## src/rtl/dsm_pkg.sv

```systemverilog
// ---------------------------------------------------------------------------
// dsm_pkg
//   Shared definitions for the fs/4 quadrature mixer family.
//   - lo_code_t : 2-bit ternary local-oscillator code
//                 2'b00 = 0, 2'b01 = +1, 2'b1x = -1
//   - LO_ZERO / LO_POS / LO_NEG : canonical code values
//   - lo_apply  : multiplies a signed sample by a ternary LO code
// ---------------------------------------------------------------------------
package dsm_pkg;

  typedef logic [1:0] lo_code_t;

  localparam lo_code_t LO_ZERO = 2'b00;
  localparam lo_code_t LO_POS  = 2'b01;
  localparam lo_code_t LO_NEG  = 2'b10;

  // Width of the generic sample port of lo_apply.
  // Callers sign-extend narrower samples into it and keep the low W+1 bits.
  localparam int LO_APPLY_W = 32;

  // Returns sample * code, one bit wider than the sample.
  // The extra bit means negating the most negative value cannot wrap.
  function automatic logic signed [LO_APPLY_W:0] lo_apply(
    input logic signed [LO_APPLY_W-1:0] sample,
    input lo_code_t                     code
  );
    logic signed [LO_APPLY_W:0] ext;
    ext = {sample[LO_APPLY_W-1], sample};
    if (code[1]) begin
      lo_apply = -ext;
    end else if (code[0]) begin
      lo_apply = ext;
    end else begin
      lo_apply = '0;
    end
  endfunction

endpackage

```

## src/rtl/iq_acc_dump.sv

```systemverilog
// ---------------------------------------------------------------------------
// iq_acc_dump
//   One channel of the integrate-and-dump decimator.
//   It accumulates signed product terms over a block of 2**DECIM_LOG2 accepted
//   samples. On the last sample of a block, it registers the gain-normalised
//   sum and clears the accumulator.
// Ports
//   clock      in   rising-edge clock
//   reset      in   asynchronous active-high reset
//   restart    in   discard the partial block; a same-cycle sample starts a new block
//   in_valid   in   term holds a new product this cycle
//   last       in   this accepted sample completes the block
//   term       in   W+1-bit signed product (sample x LO code)
//   demod      out  W-bit decimated result, held between dumps
// ---------------------------------------------------------------------------
module iq_acc_dump
  import dsm_pkg::*;
#(
  parameter int W          = 15,
  parameter int DECIM_LOG2 = 3
) (
  input  logic                clock,
  input  logic                reset,
  input  logic                restart,
  input  logic                in_valid,
  input  logic                last,
  input  logic signed [W:0]   term,
  output logic signed [W-1:0] demod
);

  localparam int AW = W + 1 + DECIM_LOG2;

  logic signed [AW-1:0] acc_q, acc_d;
  logic signed [W-1:0]  demod_q, demod_d;

  logic signed [AW-1:0] term_ext;
  logic signed [AW-1:0] sum;
  logic signed [AW-1:0] sum_shift;
  logic                 unused_shift_hi;

  assign term_ext = AW'(term);
  assign sum      = acc_q + term_ext;

  // DECIM terms summed, then divided by DECIM/2. An fs/4 tone of
  // amplitude A therefore comes out with magnitude A.
  // The bounded input range guarantees that the top bits are only sign copies.
  assign sum_shift       = sum >>> (DECIM_LOG2 - 1);
  assign unused_shift_hi = ^sum_shift[AW-1:W];

  always_comb begin
    acc_d   = acc_q;
    demod_d = demod_q;
    if (restart) begin
      acc_d = in_valid ? term_ext : '0;
    end else if (in_valid) begin
      if (last) begin
        demod_d = sum_shift[W-1:0];
        acc_d   = '0;
      end else begin
        acc_d = sum;
      end
    end
  end

  always_ff @(posedge clock or posedge reset) begin
    if (reset) begin
      acc_q   <= '0;
      demod_q <= '0;
    end else begin
      acc_q   <= acc_d;
      demod_q <= demod_d;
    end
  end

  assign demod = demod_q;

endmodule

```

## src/rtl/iq_demixer.sv

```systemverilog
// ---------------------------------------------------------------------------
// iq_demixer
//   Quadrature down-converter with an fs/4 ternary LO (cos / -sin).
//   A real sample stream is mixed into I and Q products. Each channel is
//   integrated and dumped over 2**DECIM_LOG2 samples to produce decimated
//   baseband words, and out_valid pulses for one cycle after each dump.
// Ports
//   clock       in   rising-edge clock
//   reset       in   asynchronous active-high reset, clears all state
//   in_valid    in   mix_in carries a new sample
//   mix_in      in   W-bit signed real sample
//   phase_sync  in   restart the LO phase and the integration block
//   out_valid   out  one-cycle pulse: demod_i / demod_q updated
//   demod_i     out  W-bit signed in-phase result
//   demod_q     out  W-bit signed quadrature result
//   lo_i        out  LO code currently applied to I (decoded from phase)
//   lo_q        out  LO code currently applied to Q
// Parameters: W up to 30; DECIM_LOG2 in 1..6.
// ---------------------------------------------------------------------------
module iq_demixer
  import dsm_pkg::*;
#(
  parameter int W          = 15,
  parameter int DECIM_LOG2 = 3
) (
  input  logic                clock,
  input  logic                reset,
  input  logic                in_valid,
  input  logic signed [W-1:0] mix_in,
  input  logic                phase_sync,
  output logic                out_valid,
  output logic signed [W-1:0] demod_i,
  output logic signed [W-1:0] demod_q,
  output logic [1:0]          lo_i,
  output logic [1:0]          lo_q
);

  localparam int DECIM = 1 << DECIM_LOG2;
  localparam int CW    = DECIM_LOG2;

  // Channel index: 0 = I, 1 = Q
  localparam int NCH = 2;

  logic [1:0]    ph_q, ph_d;
  logic [CW-1:0] cnt_q, cnt_d;
  logic          out_valid_q, out_valid_d;

  logic          last;
  logic [1:0]    ph_eff;

  lo_code_t              code_cur [NCH];
  lo_code_t              code_eff [NCH];
  logic signed [W:0]     term     [NCH];
  logic signed [W-1:0]   demod    [NCH];

  // fs/4 LO table: I follows cos, Q follows -sin.
  function automatic lo_code_t lo_table(input logic [1:0] ph, input int ch);
    lo_code_t c;
    c = LO_ZERO;
    if (ch == 0) begin
      case (ph)
        2'd0:    c = LO_POS;
        2'd2:    c = LO_NEG;
        default: c = LO_ZERO;
      endcase
    end else begin
      case (ph)
        2'd1:    c = LO_NEG;
        2'd3:    c = LO_POS;
        default: c = LO_ZERO;
      endcase
    end
    return c;
  endfunction

  assign last = (cnt_q == CW'(DECIM - 1));

  // A sample that arrives together with phase_sync is mixed at phase 0.
  // This holds even though the phase register still shows the old phase.
  assign ph_eff = phase_sync ? 2'd0 : ph_q;

  for (genvar gi = 0; gi < NCH; gi++) begin : g_ch
    logic signed [LO_APPLY_W:0] prod_full;
    logic                       unused_prod_hi;

    assign code_cur[gi] = lo_table(ph_q, gi);
    assign code_eff[gi] = lo_table(ph_eff, gi);

    assign prod_full      = lo_apply(LO_APPLY_W'(mix_in), code_eff[gi]);
    assign term[gi]       = prod_full[W:0];
    assign unused_prod_hi = ^prod_full[LO_APPLY_W:W+1];

    iq_acc_dump #(
      .W          (W),
      .DECIM_LOG2 (DECIM_LOG2)
    ) u_acc (
      .clock    (clock),
      .reset    (reset),
      .restart  (phase_sync),
      .in_valid (in_valid),
      .last     (last),
      .term     (term[gi]),
      .demod    (demod[gi])
    );
  end

  always_comb begin
    ph_d        = ph_q;
    cnt_d       = cnt_q;
    out_valid_d = 1'b0;
    if (phase_sync) begin
      // The restart never dumps. A same-cycle sample becomes sample 0 of the new block.
      ph_d  = in_valid ? 2'd1 : 2'd0;
      cnt_d = in_valid ? CW'(1) : '0;
    end else if (in_valid) begin
      ph_d        = ph_q + 2'd1;
      cnt_d       = last ? '0 : cnt_q + CW'(1);
      out_valid_d = last;
    end
  end

  always_ff @(posedge clock or posedge reset) begin
    if (reset) begin
      ph_q        <= 2'd0;
      cnt_q       <= '0;
      out_valid_q <= 1'b0;
    end else begin
      ph_q        <= ph_d;
      cnt_q       <= cnt_d;
      out_valid_q <= out_valid_d;
    end
  end

  assign out_valid = out_valid_q;
  assign demod_i   = demod[0];
  assign demod_q   = demod[1];
  assign lo_i      = code_cur[0];
  assign lo_q      = code_cur[1];

endmodule

```

## config.mk

```make
export PLATFORM = sky130hd
export DESIGN_NAME = iq_demixer
export DESIGN_NICKNAME = d
export VERILOG_FILES = /design/src/rtl/dsm_pkg.sv /design/src/rtl/iq_acc_dump.sv /design/src/rtl/iq_demixer.sv
export SDC_FILE = /design/constraint.sdc
export NUM_CORES = 1
export LEC_CHECK = 0
export CAP_MARGIN = 25
export CORE_MARGIN = 4
export CORE_UTILIZATION = 40
export CTS_BUF_LIST = sky130_fd_sc_hd__clkbuf_16
export CTS_CLUSTER_DIAMETER = 120
export DETAILED_ROUTE_END_ITERATION = 10
export REMOVE_ABC_BUFFERS = 1
export SLEW_MARGIN = 20
export SYNTH_ARGS = -nofsm -noshare
export SYNTH_HDL_FRONTEND = slang
export SYNTH_SLANG_ARGS = --single-unit
```

## constraint.sdc

```tcl
create_clock -name clock -period 3.81 [get_ports clock]
set_clock_uncertainty 0.2 [all_clocks]
set_input_delay 0.381 -clock clock [delete_from_list [all_inputs] [get_ports clock]]
set_output_delay 0.381 -clock clock [all_outputs]
set_load 0.01 [all_outputs]
```

=== Yosys cells after proc, flatten, opt, wreduce, memory -nomap -nowiden ===
Cells that the tools add are included.

* Flip-flop bits (word level): 74
* Input bits: 19

* Bitwise gates (word level): 1
* $add $sub $neg: 5
* Reduce and logical (&&, ||, !) cells: 4
* Equal/unequal tests: 7
* Muxes and demuxes: 26

{| class="wikitable"
|+ Operators with widths
! cell !! count
|-
| 19-bit 2-to-1 mux || 8
|-
| 16-bit 2-to-1 mux || 4
|-
| 19-bit by 16-bit adder with 19-bit output || 2
|-
| 15-bit negator with 16-bit output || 1
|-
| 2-bit one-hot mux with 2 select lines || 4
|-
| 3-bit 2-to-1 mux || 3
|-
| 2-bit equality test, second input constant || 4
|-
| 2-bit 2-to-1 mux || 3
|-
| 2-bit by 1-bit equality test with 1-bit output, second input constant || 2
|-
| 2-bit zero test || 2
|-
| 1-bit 2-to-1 mux || 4
|-
| 3-bit by 1-bit adder with 3-bit output, second input constant || 1
|-
| 3-bit equality test, second input constant || 1
|-
| 3-bit AND reduction || 1
|-
| 2-bit by 1-bit adder with 2-bit output, second input constant || 1
|-
| 2-bit nonzero test || 1
|-
| 1-bit NOT || 1
|}

=== Logic depth before layout (Yosys ltp) ===
* Depth after elaboration: 9
* Gate-level depth with buffers: 17

=== Modules after synthesis ===
A second synthesis with hierarchy kept.

* Cells, all modules: 622
* Area, all modules: 5411.4 sq um

{| class="wikitable"
|+ By module, submodules not included
! module !! times used !! area each (sq um) !! cells an instance !! seq. area each (sq um)
|-
| iq_acc_dump || 2 || 2114.5 || 227 || 800.8
|-
| iq_demixer || 1 || 1182.4 || 168 || 150.1
|}

=== Worst setup path before layout ===
Ideal clock, no wire load.

* Path type: input-to-reg
* Start point: in mix_in[3]
* End point: reg g_ch[0].u_acc.acc_q[16]
* Path buffers: 1
* Setup slack: 108 ps
* Data required time: 3541 ps
* Stages on the path: 17
* Data arrival time: 3433 ps
* Cells stage by stage: buf_2 nor3_2 nand3b_1 nor4b_2 nand2b_1 o21ai_0 nor3_1 a21oi_1 o21ai_0 ha_1 o21ai_0 nand2b_1 a31o_2 a221oi_1 xor2_1 or3_1 nand3_1

* Cells in the longest elaborated chain, start to end: 6
* Elaborated cells between the ends (all ways): 8
* Those cells by class: 2 x add/sub; 6 x mux

{| class="wikitable"
|+ RTL lines
! what !! line !! text
|-
| start, declared || iq_demixer.sv:29 || <nowiki>input logic signed [W-1:0] mix_in,</nowiki>
|-
| 15-bit negator with 16-bit output or 16-bit 2-to-1 mux (tied branches) || dsm_pkg.sv:30, dsm_pkg.sv:31 ||
|-
| 16-bit 2-to-1 mux (*) || dsm_pkg.sv:29 || <nowiki>if (code[1]) begin</nowiki>
|-
| 19-bit by 16-bit adder with 19-bit output || iq_acc_dump.sv:42 || <nowiki>assign sum = acc_q + term_ext;</nowiki>
|-
| 19-bit 2-to-1 mux || iq_acc_dump.sv:56 || <nowiki>if (last) begin</nowiki>
|-
| 19-bit 2-to-1 mux || iq_acc_dump.sv:55 || <nowiki>end else if (in_valid) begin</nowiki>
|-
| 19-bit 2-to-1 mux (*) || iq_acc_dump.sv:53 || <nowiki>if (restart) begin</nowiki>
|-
| end signal, assigned || iq_acc_dump.sv:67 || <nowiki>acc_q <= '0;</nowiki>
|-
| end signal, assigned || iq_acc_dump.sv:70 || <nowiki>acc_q <= acc_d;</nowiki>
|-
| end, declared || iq_acc_dump.sv:33 || <nowiki>logic signed [AW-1:0] acc_q, acc_d;</nowiki>
|}

Every way passes the cells marked *; elsewhere a longest branch is shown, timed or not. The select of a mux whose other input is x is not followed.
A chain may end at the register's enable or synchronous reset.

=== Worst setup path in the final report ===
* Start point: in mix_in[6]
* End point: reg g_ch[0].u_acc.acc_q[16]

The elaborated chain is that of the path after synthesis.

==> results.ini <==
[run_status]
status=complete, no violations

[timing]
hold_viol_final=0
setup_viol=0
fmax_mhz=276
min_period_ps=3620
fin_crit_sh_pct=95.1
worst_pin_slew_ps=741
slew_headroom_pct=50.5
whs_ps=137
slew_violations=0

[worst_setup_path]
cpMostUsedCell=nand2b_1
cpMaxStageDelayCell=clkdlybuf4s50_1
reg2reg_to=g_ch[1].u_acc.acc_q[16]
setup.worst_path.class=input pin to flip-flop
critPathCaptureType=flip-flop
r2r_start=ph_q[0]
r2r_setup_slack_ps=300
arrival_ps=3690
r2r_cells=13
critPathRequiredTime_ps=3880
crit_chain=clkdlybuf4s50_1 > nor4b_4 > nand2b_1 > nor4_2 > nand2b_1 > mux2i_1 > o21ai_1 > ha_1 > nand2_1 > nor3_2 > and4_1 > a221oi_2 > xor2_1 > or3_1 > nand3_1
path_max_fanout=6
cp-startpoint=mix_in[6]
max_stage_delay_ps=570
start_kind=input pin

[drt]
wl_per_cell_um=14.6
routed_wl_um=13400
final_antenna_net_count=0
vias=4779
post_drt_via_cell_ratio=5.21
firstDrtPassIters=4
drtIter0Drc=284
drcViolationCount=0

[hold_path]
hold_end=g_ch[1].u_acc.acc_q[0]
hp-class=input pin to flip-flop
hold_depth=2
worstHoldStart=phase_sync

[place]
dp_cells=900
gp_congestion=0.930
dp_hpwl_um=10200
numPortBuffers=53
place_area_um2=6440

[clock_tree]
cts.sinks=70
cts_max_path_buffers=2
clk_pin_slew_ps=50
htree_levels=3
cts_tree=yes
cts_buffers=9
cts_root_buffer=clkbuf_16
clock_latency_ps=340

[final_layout]
layout_common_cells=buf_4 (96), nand2_1 (78), o21ai_0 (76), dfrtp_1 (70), a21oi_1 (57)
n_fill_cell=1232
post-route-util_pct=54.2
final_common_cell=buf_4
antennaDiodeCount=0
syn2layout_area_growth_pct=33.1
drive_gt1_share_pct=18.5
design_area_um2=6840
finish.net_count=801
stdcell_count=917

[floorplanning]
dieWidth_um=121
ioPinCount=54
rows=41
start_util_pct=40.7
die_height_um=121
core_area_um2=12600
die_area_um2=14700

[global_routing]
grt_antenna_before_repair=0
grt_pass1_wl_um=22700
grt_overflow=0
grt_pass1_vias=4797
grt_usage_pct=19.3
grt_max_degree=52

[yosys]
synth_ff_type=dfrtp_1
synth.avg_cell_area_um2=8.36
synth_seq_cells=70
ys_seq_area_share_pct=34.1
netlist_instances=615
syn_area_um2=5140
synthArstFlopShare_pct=100
yosysWarningCount=0
ys_types=59
synth-edff-count=0

[power_and_ir_drop]
clockPowerShare_pct=32.9
pwr-share-comb_pct=37.3
swShare_pct=32.1
ir_worst_vdd_uv=238
p_per_area_nw_per_um2=419
p_sw_uw=920
seq_power_share_pct=29.8
power.internal_uw=1950
power_uw=2870
p_leak_uw=0.00329

[run]
max_cap_violations=0

-- metrics by stage --
stage	setup TNS [ps]	setup WS, ps
floorplan	0	177
global placement	-2230	-330
detailed placement	-3500	-408
CTS	0	2.29
global route	-2.25	-2.25
finish	0	188
-- area by class of cell --
cell class | count | area (um^2) | share of cell area, %
Sequential cell | 70 | 1750 | 25.6
Tap cell | 172 | 215 | 3.15
Multi-Input combinational cell | 488 | 3160 | 46.2
Timing Repair Buffer | 151 | 1310 | 19.1
Clock inverter | 6 | 103 | 1.50
Clock buffer | 9 | 225 | 3.29
Inverter | 21 | 78.8 | 1.15
-- critical path: cells and delay by family --
kind	cells	cell delay, ps
adders and majority gates	1	320
muxes	1	180
and+or+nand+nor	9	1700
AOI/OAI and AO/OA	2	380
buffers and inverters	1	570
xor gates and xnor gates	1	150
-- sequential cells by signal, summed over array words and instances, names as in the netlist --
name,count
ph_q,2
g_ch.u_acc.demod,30
g_ch.u_acc.acc_q,34
out_valid,1
cnt_q,3
-- power groups by stage --
stage               Clock [uW]  Sequential, uW  Combinational (uW)
detailed placement           0             867                1050
floorplan                    0             870                 598
CTS                        966             856                1060
global placement             0             866                1020
global route               995             863                1190
finish                     941             855                1070
-- per-layer routing --
| metal | vias up | GRT usage, % | share of wire (%) |
|---|---|---|---|
| met5 | - | 0 | 0 |
| met3 | 15 | 3.45 | 3.2 |
| li1 | 2424 | - | - |
| met4 | 0 | 8.40 | 1.8 |
| met1 | 2261 | 24.4 | 46 |
| met2 | 79 | 32.2 | 49 |
-- cell usage after synthesis, drive strengths merged, types with 3 or more instances --
cell | instances | area share, %
a21o | 18 | 2.7
a21oi | 58 | 5.6
a221o | 3 | 0.58
a221oi | 9 | 1.5
a22oi | 7 | 1.0
a31oi | 4 | 0.78
and2 | 3 | 0.37
and3 | 5 | 0.63
and4 | 3 | 0.56
buf | 5 | 0.61
clkbuf | 30 | 2.8
dfrtp | 70 | 34
ha | 39 | 9.5
inv | 20 | 1.5
mux2 | 3 | 0.66
mux2i | 12 | 2.3
nand2 | 78 | 5.7
nand2b | 10 | 1.2
nand3 | 4 | 0.39
nand3b | 3 | 0.44
nor2 | 53 | 3.9
nor2b | 3 | 0.37
nor3 | 14 | 1.7
o21a | 5 | 0.73
o21ai | 83 | 8.1
o21bai | 4 | 0.58
o31ai | 3 | 0.44
or3 | 8 | 0.97
xnor2 | 23 | 3.9
xor2 | 13 | 2.4
-- how the worst max path moves through the flow --
stage | end | slack, ps | cells after the start
2_1_floorplan | g_ch[0].u_acc.demod[12] | 180 | 14
3_3_place_gp | g_ch[0].u_acc.acc_q[16] | -330 | 17
3_5_place_dp | g_ch[0].u_acc.acc_q[16] | -410 | 18
4_1_cts | g_ch[0].u_acc.demod[14] | 2 | 18
5_1_grt | g_ch[0].u_acc.acc_q[16] | -2 | 17
6_report | g_ch[0].u_acc.acc_q[16] | 190 | 15
-- cell families (layout without fill, tap and decap cells) --
family / after synthesis / count (layout) / share of synthesized area, %
buffers and inverters: 57 / 187 / 5.14
multiplexers: 15 / 15 / 2.99
AND/OR/NAND/NOR: 193 / 193 / 17.8
flip-flops: 70 / 70 / 34.1
XOR/XNOR: 36 / 36 / 6.28
adder cells (fa/ha/maj): 41 / 41 / 10.3
AO/OA/AOI/OAI: 203 / 203 / 23.4
-- what timing repair did --
| item | in CTS | in global routing |
|---|---|---|
| cloned | 0 | 0 |
| setup buffers | 1 | 1 |
| gates resized for setup | 1 | 20 |
| pin swaps | 1 | 9 |
| hold buffers | 0 | 0 |
| setup endpoints to repair | 2 | 13 |
Note: power is estimated with default switching activity, not from simulation.
